--- config.mk ---
export PLATFORM = sky130hd
export DESIGN_NAME = key_sweep_ctrl
export DESIGN_NICKNAME = d
export VERILOG_FILES = /design/src/rtl/key_sweep_ctrl_pkg.sv /design/src/rtl/key_sweep_ctrl_lat_timer.sv /design/src/rtl/key_sweep_ctrl.sv
export SDC_FILE = /design/constraint.sdc
export NUM_CORES = 1
export LEC_CHECK = 0
export ABC_AREA = 1
export CAP_MARGIN = 20
export CORE_UTILIZATION = 53
export CTS_CLUSTER_DIAMETER = 60
export CTS_CLUSTER_SIZE = 12
export DETAILED_ROUTE_END_ITERATION = 8
export PLACE_DENSITY = 0.86
export SLEW_MARGIN = 20
export SYNTH_ARGS = -nofsm -noshare
export SYNTH_HDL_FRONTEND = slang
export SYNTH_SLANG_ARGS = --single-unit
--- constraint.sdc ---
create_clock -name clk -period 13.7 [get_ports clk]
set_input_delay 2.055 -clock clk [delete_from_list [all_inputs] [get_ports clk]]
set_output_delay 2.055 -clock clk [all_outputs]
set_load 0.02 [all_outputs]
--- src/rtl/key_sweep_ctrl_pkg.sv ---
// Shared definitions for the key sweep controller and its decoder pairing.
package key_sweep_ctrl_pkg;

  // The decoder runs a fixed number of rounds; its valid flag is sampled
  // one cycle after the last round, hence rounds + 1.
  localparam int DEC_ROUNDS      = 32;
  localparam int DEC_LATENCY_DEF = DEC_ROUNDS + 1;

  // Candidate key width, matching the decoder key port.
  localparam int KEY_W_DEF = 48;

  // Wait counter width; it covers latencies up to 255.
  localparam int LAT_W = 8;

  typedef enum logic [2:0] {
    S_IDLE,
    S_ISSUE,
    S_WAIT,
    S_CHECK,
    S_DONE
  } sweep_state_t;

endpackage

--- src/rtl/key_sweep_ctrl_lat_timer.sv ---
// Down-counter that spaces each decoder start pulse from its sample cycle.
module lat_timer
  import key_sweep_ctrl_pkg::*;
#(
  parameter int W = LAT_W
) (
  input  logic         clk,
  input  logic         rst,
  input  logic         ena,
  input  logic         load,
  input  logic [W-1:0] load_val,
  input  logic         dec,
  output logic         zero,
  output logic         last
);

  logic [W-1:0] cnt;

  // Load has priority over decrement; the counter parks at zero.
  always_ff @(posedge clk or posedge rst) begin
    if (rst) begin
      cnt <= '0;
    end else if (ena) begin
      if (load) begin
        cnt <= load_val;
      end else if (dec && (cnt != '0)) begin
        cnt <= cnt - 1'b1;
      end
    end
  end

  assign zero = (cnt == '0);
  assign last = (cnt == W'(1));

endmodule

--- src/rtl/key_sweep_ctrl.sv ---
// Brute-force key sweep: feeds candidate keys lo..hi to a fixed-latency
// decoder one at a time and stops on the first plaintext match.
module key_sweep_ctrl
  import key_sweep_ctrl_pkg::*;
#(
  parameter int KEY_W       = KEY_W_DEF,
  parameter int DEC_LATENCY = DEC_LATENCY_DEF
) (
  input  logic             clk,
  input  logic             rst,
  input  logic             ena,
  input  logic             go,
  input  logic             abort,
  input  logic [63:0]      cipher,
  input  logic [KEY_W-1:0] key_lo,
  input  logic [KEY_W-1:0] key_hi,
  output logic             dec_start,
  output logic [63:0]      dec_data,
  output logic [KEY_W-1:0] dec_key,
  input  logic             dec_valid,
  output logic             busy,
  output logic             found,
  output logic             exhausted,
  output logic [KEY_W-1:0] key_found
);

  // ISSUE itself is the first latency cycle, so WAIT holds LAT-1 cycles
  // and CHECK lands exactly DEC_LATENCY cycles after the start pulse.
  localparam logic [LAT_W-1:0] LOAD_VAL     = LAT_W'(DEC_LATENCY - 1);
  localparam bit               DIRECT_CHECK = (DEC_LATENCY == 1);

  sweep_state_t     state;
  logic [KEY_W-1:0] hi_q;
  logic             tmr_zero;
  logic             tmr_last;

  lat_timer #(.W(LAT_W)) u_lat_timer (
    .clk      (clk),
    .rst      (rst),
    .ena      (ena),
    .load     (state == S_ISSUE),
    .load_val (LOAD_VAL),
    .dec      (state == S_WAIT),
    .zero     (tmr_zero),
    .last     (tmr_last)
  );

  // Sweep sequencer; every output is registered and frozen while ena is low.
  always_ff @(posedge clk or posedge rst) begin
    if (rst) begin
      state     <= S_IDLE;
      hi_q      <= '0;
      dec_start <= 1'b0;
      dec_data  <= '0;
      dec_key   <= '0;
      busy      <= 1'b0;
      found     <= 1'b0;
      exhausted <= 1'b0;
      key_found <= '0;
    end else if (ena) begin
      unique case (state)
        S_IDLE, S_DONE: begin
          // go beats abort here; abort alone is meaningless when not busy.
          if (go) begin
            dec_data  <= cipher;
            hi_q      <= key_hi;
            dec_key   <= key_lo;
            found     <= 1'b0;
            key_found <= '0;
            if (key_lo > key_hi) begin
              // Empty range: report exhaustion without touching the decoder.
              state     <= S_DONE;
              exhausted <= 1'b1;
            end else begin
              state     <= S_ISSUE;
              exhausted <= 1'b0;
              dec_start <= 1'b1;
              busy      <= 1'b1;
            end
          end
        end

        S_ISSUE: begin
          dec_start <= 1'b0;
          if (abort) begin
            state <= S_IDLE;
            busy  <= 1'b0;
          end else begin
            state <= DIRECT_CHECK ? S_CHECK : S_WAIT;
          end
        end

        S_WAIT: begin
          if (abort) begin
            state <= S_IDLE;
            busy  <= 1'b0;
          end else if (tmr_last || tmr_zero) begin
            state <= S_CHECK;
          end
        end

        S_CHECK: begin
          // Abort wins even over a match seen in the same cycle.
          if (abort) begin
            state <= S_IDLE;
            busy  <= 1'b0;
          end else if (dec_valid) begin
            state     <= S_DONE;
            busy      <= 1'b0;
            found     <= 1'b1;
            key_found <= dec_key;
          end else if (dec_key == hi_q) begin
            // Compare before incrementing so an all-ones upper bound never wraps.
            state     <= S_DONE;
            busy      <= 1'b0;
            exhausted <= 1'b1;
          end else begin
            state     <= S_ISSUE;
            dec_key   <= dec_key + 1'b1;
            dec_start <= 1'b1;
          end
        end

        default: begin
          state     <= S_IDLE;
          busy      <= 1'b0;
          dec_start <= 1'b0;
        end
      endcase
    end
  end

endmodule

==> metrics.txt <==
Fin. Hold Viols 0; I/O Buffers 329; core footprint 22800 µm²; Die ar. 24100 µm²; latest clock arrival within the worst-skew pair 0.51 ns; DR iter-0 viols 1114; Final #Nets 2230; post-route ant nets 0; RePlAce Congestion 0.970; root buf cell clkbuf_16; first-pass detailed-route iteration total 6; Fmax 0.245 GHz; YS warnings 0; area leader, netlist dfrtp_1; Die X 155 µm; sequential fraction of the synthesis area 44.9%; hold crit path type flip-flop to flip-flop; via/cell ratio 5.34; final worst clock skew 0.0113 ns; Netlist cell types 33; Slew @ Worst Pin 1.00 ns; WL final 38.9 mm; Worst Hold Path Cells 2; Worst EP required 14.11 ns; clock transition at the registers of the reported paths 0.06 ns; Row Count 55; Cells after Synth 1704; Max Slew Vio Count 0; CTS Buf Count 23; FFs w/ async S/R, synth 100%; # IOs 330; CTS Sinks 223; most frequent cells in the layout 684 x nand2_1, 329 x clkdlybuf4s50_1, 223 x dfrtp_1; period utilization 29.8%; Hold Startpoint dec_data[8]; DRC Markers 0; grt total ovfl 0; Total Routing Usage GR 32.6%; synthesized flop and latch total 223; number of global-route vias before repair 12473; Area growth syn-to-layout 33.7%; min Tclk post-route 4.08 ns; status complete, no violations; Mapped Area 12400 µm²; cts repair resizes 0; Power per Cell Area 216 nW/µm²; Post-synth EDFFs 0; Setup TNS 0 ns; CTS tree yes; dpl hpwl 28.4 mm; H-tree depth 1; layout cells sized above 1 3.27%; top-area cell type share of the netlist area 44.9%; commonest non-fill, non-tap cell in the layout nand2_1; Starting Density 54.4%; initial antenna violation count 6; top_reg_cell synth dfrtp_1; largest net degree at the start of global routing 152; RR Endpoint key_found[6]; first-pass GRT wire length 62.1 mm; Post-Syn Nets 1921; static leakage power 8.00 nW; VDD IR max 0.000173 V; Die Y 155 µm; cts hold-fix bufs 0; drt wl/cell 16.6 µm; Worst Reg-to-Reg Cells 12; worst flop-to-flop path startpoint state[2]; Vias 12469; Synth area leaders dfrtp_1 45%, nand2_1 21%, inv_1 6.3%; setup slack, reg-to-reg 10.61 ns; Hold Path End dec_data[8]; CP arrival 4.49 ns; total of max-cap violations 0; post-CTS setup repair buffer count 0; Crit. End Element flip-flop; Final Total Pwr 3.58 mW; critical path launch point type input port; CTS Buffer Depth 3; slew margin rel. 33.0%; crit-path max FO 50; final setup vio count 0; syn avg cell area 7.29 µm²; type of the worst setup path input port to flip-flop; RSZ-0062 raised after global routing no
final cells by class:
type / count / area (µm²)
timing repair buffer: 338 / 3410
fill: 1813 / 6230
sequential: 223 / 5580
clock buffer: 26 / 597
clock inverter: 2 / 17.5
multi-input combinational: 1203 / 5760
tap: 313 / 392
antenna: 6 / 15.0
inverter: 224 / 853
critical path, stage by stage:
cell,delay (ns)
clkdlybuf4s50_1,0.56
o21ai_1,0.11
a21oi_1,0.16
inv_2,0.08
a21oi_4,0.11
buf_4,0.52
nand2_2,0.38
buf_12,0.29
o22ai_1,0.17
synth_stat cells (3+ instances only):
| library cell | instances |
|---|---|
| o21ai_0 | 76 |
| o21ai_1 | 42 |
| dfrtp_1 | 223 |
| a31oi_1 | 3 |
| buf_1 | 8 |
| a21oi_1 | 29 |
| nand4_1 | 6 |
| o22ai_1 | 47 |
| nand3_1 | 37 |
| ha_1 | 51 |
| xor2_1 | 41 |
| clkbuf_1 | 33 |
| o31ai_1 | 4 |
| inv_1 | 207 |
| nand2_1 | 684 |
| inv_2 | 17 |
| xnor2_1 | 16 |
| buf_2 | 6 |
| nor2_2 | 4 |
| nor2_1 | 128 |
| buf_6 | 6 |
| nor3_1 | 19 |
where the power goes:
group	total, mW	internal [mW]	leakage [nW]	switching (mW)
clock	0.559	0.305	0.302	0.254
combinational	1.77	0.747	4.86	1.02
sequential	1.26	0.966	2.83	0.289
metrics by stage:
stage                     hold slack (ns)  instance area [µm²]  setup WS [ns]  instances  utilization (%)
final                               0.480                16600           9.62       2335             72.7
after global routing                0.494                16600           9.50       2335             72.7
after CTS                           0.481                16500           9.28       2326             72.4
after detailed placement            0.464                15900           8.78       2298             69.7
after global placement              0.461                15900           8.92       2298             69.7
after floorplan                     0.449                12400           5.54       1704                -
routing by layer:
metal,vias to the layer above,routed length [µm],global-route usage (%)
li1,5892,-,-
met1,5799,14900,39.3
met2,634,18600,54.7
met3,144,3340,6.46
met4,0,2020,18.8
met5,-,0,0
how the worst max path moves through the flow:
stage	from	endpoint	slack (ns)	depth (start not counted)
final	ena	key_found[6]	9.62	9
after global routing	ena	key_found[6]	9.50	9
after CTS	ena	key_found[6]	9.28	8
after detailed placement	ena	key_found[17]	8.78	8
after global placement	ena	key_found[34]	8.92	8
after floorplan	rst	busy	5.54	1
logic make-up after synthesis:
kind of cell / share of synthesized area [%]
adders and majority gates: 5.13
DFF: 44.9
xor gates and xnor gates: 4.02
and+or+nand+nor: 27.9
AOI/OAI and AO/OA: 9.15
buffers and inverters: 8.85
flip-flops by register name, indices dropped and copies added (netlist names):
name             cells
dec_data            64
dec_key             48
hi_q                48
key_found           48
u_lat_timer.cnt      8
state                3
busy                 1
dec_start            1
exhausted            1
found                1
Note: power is estimated with default switching activity, not from simulation.
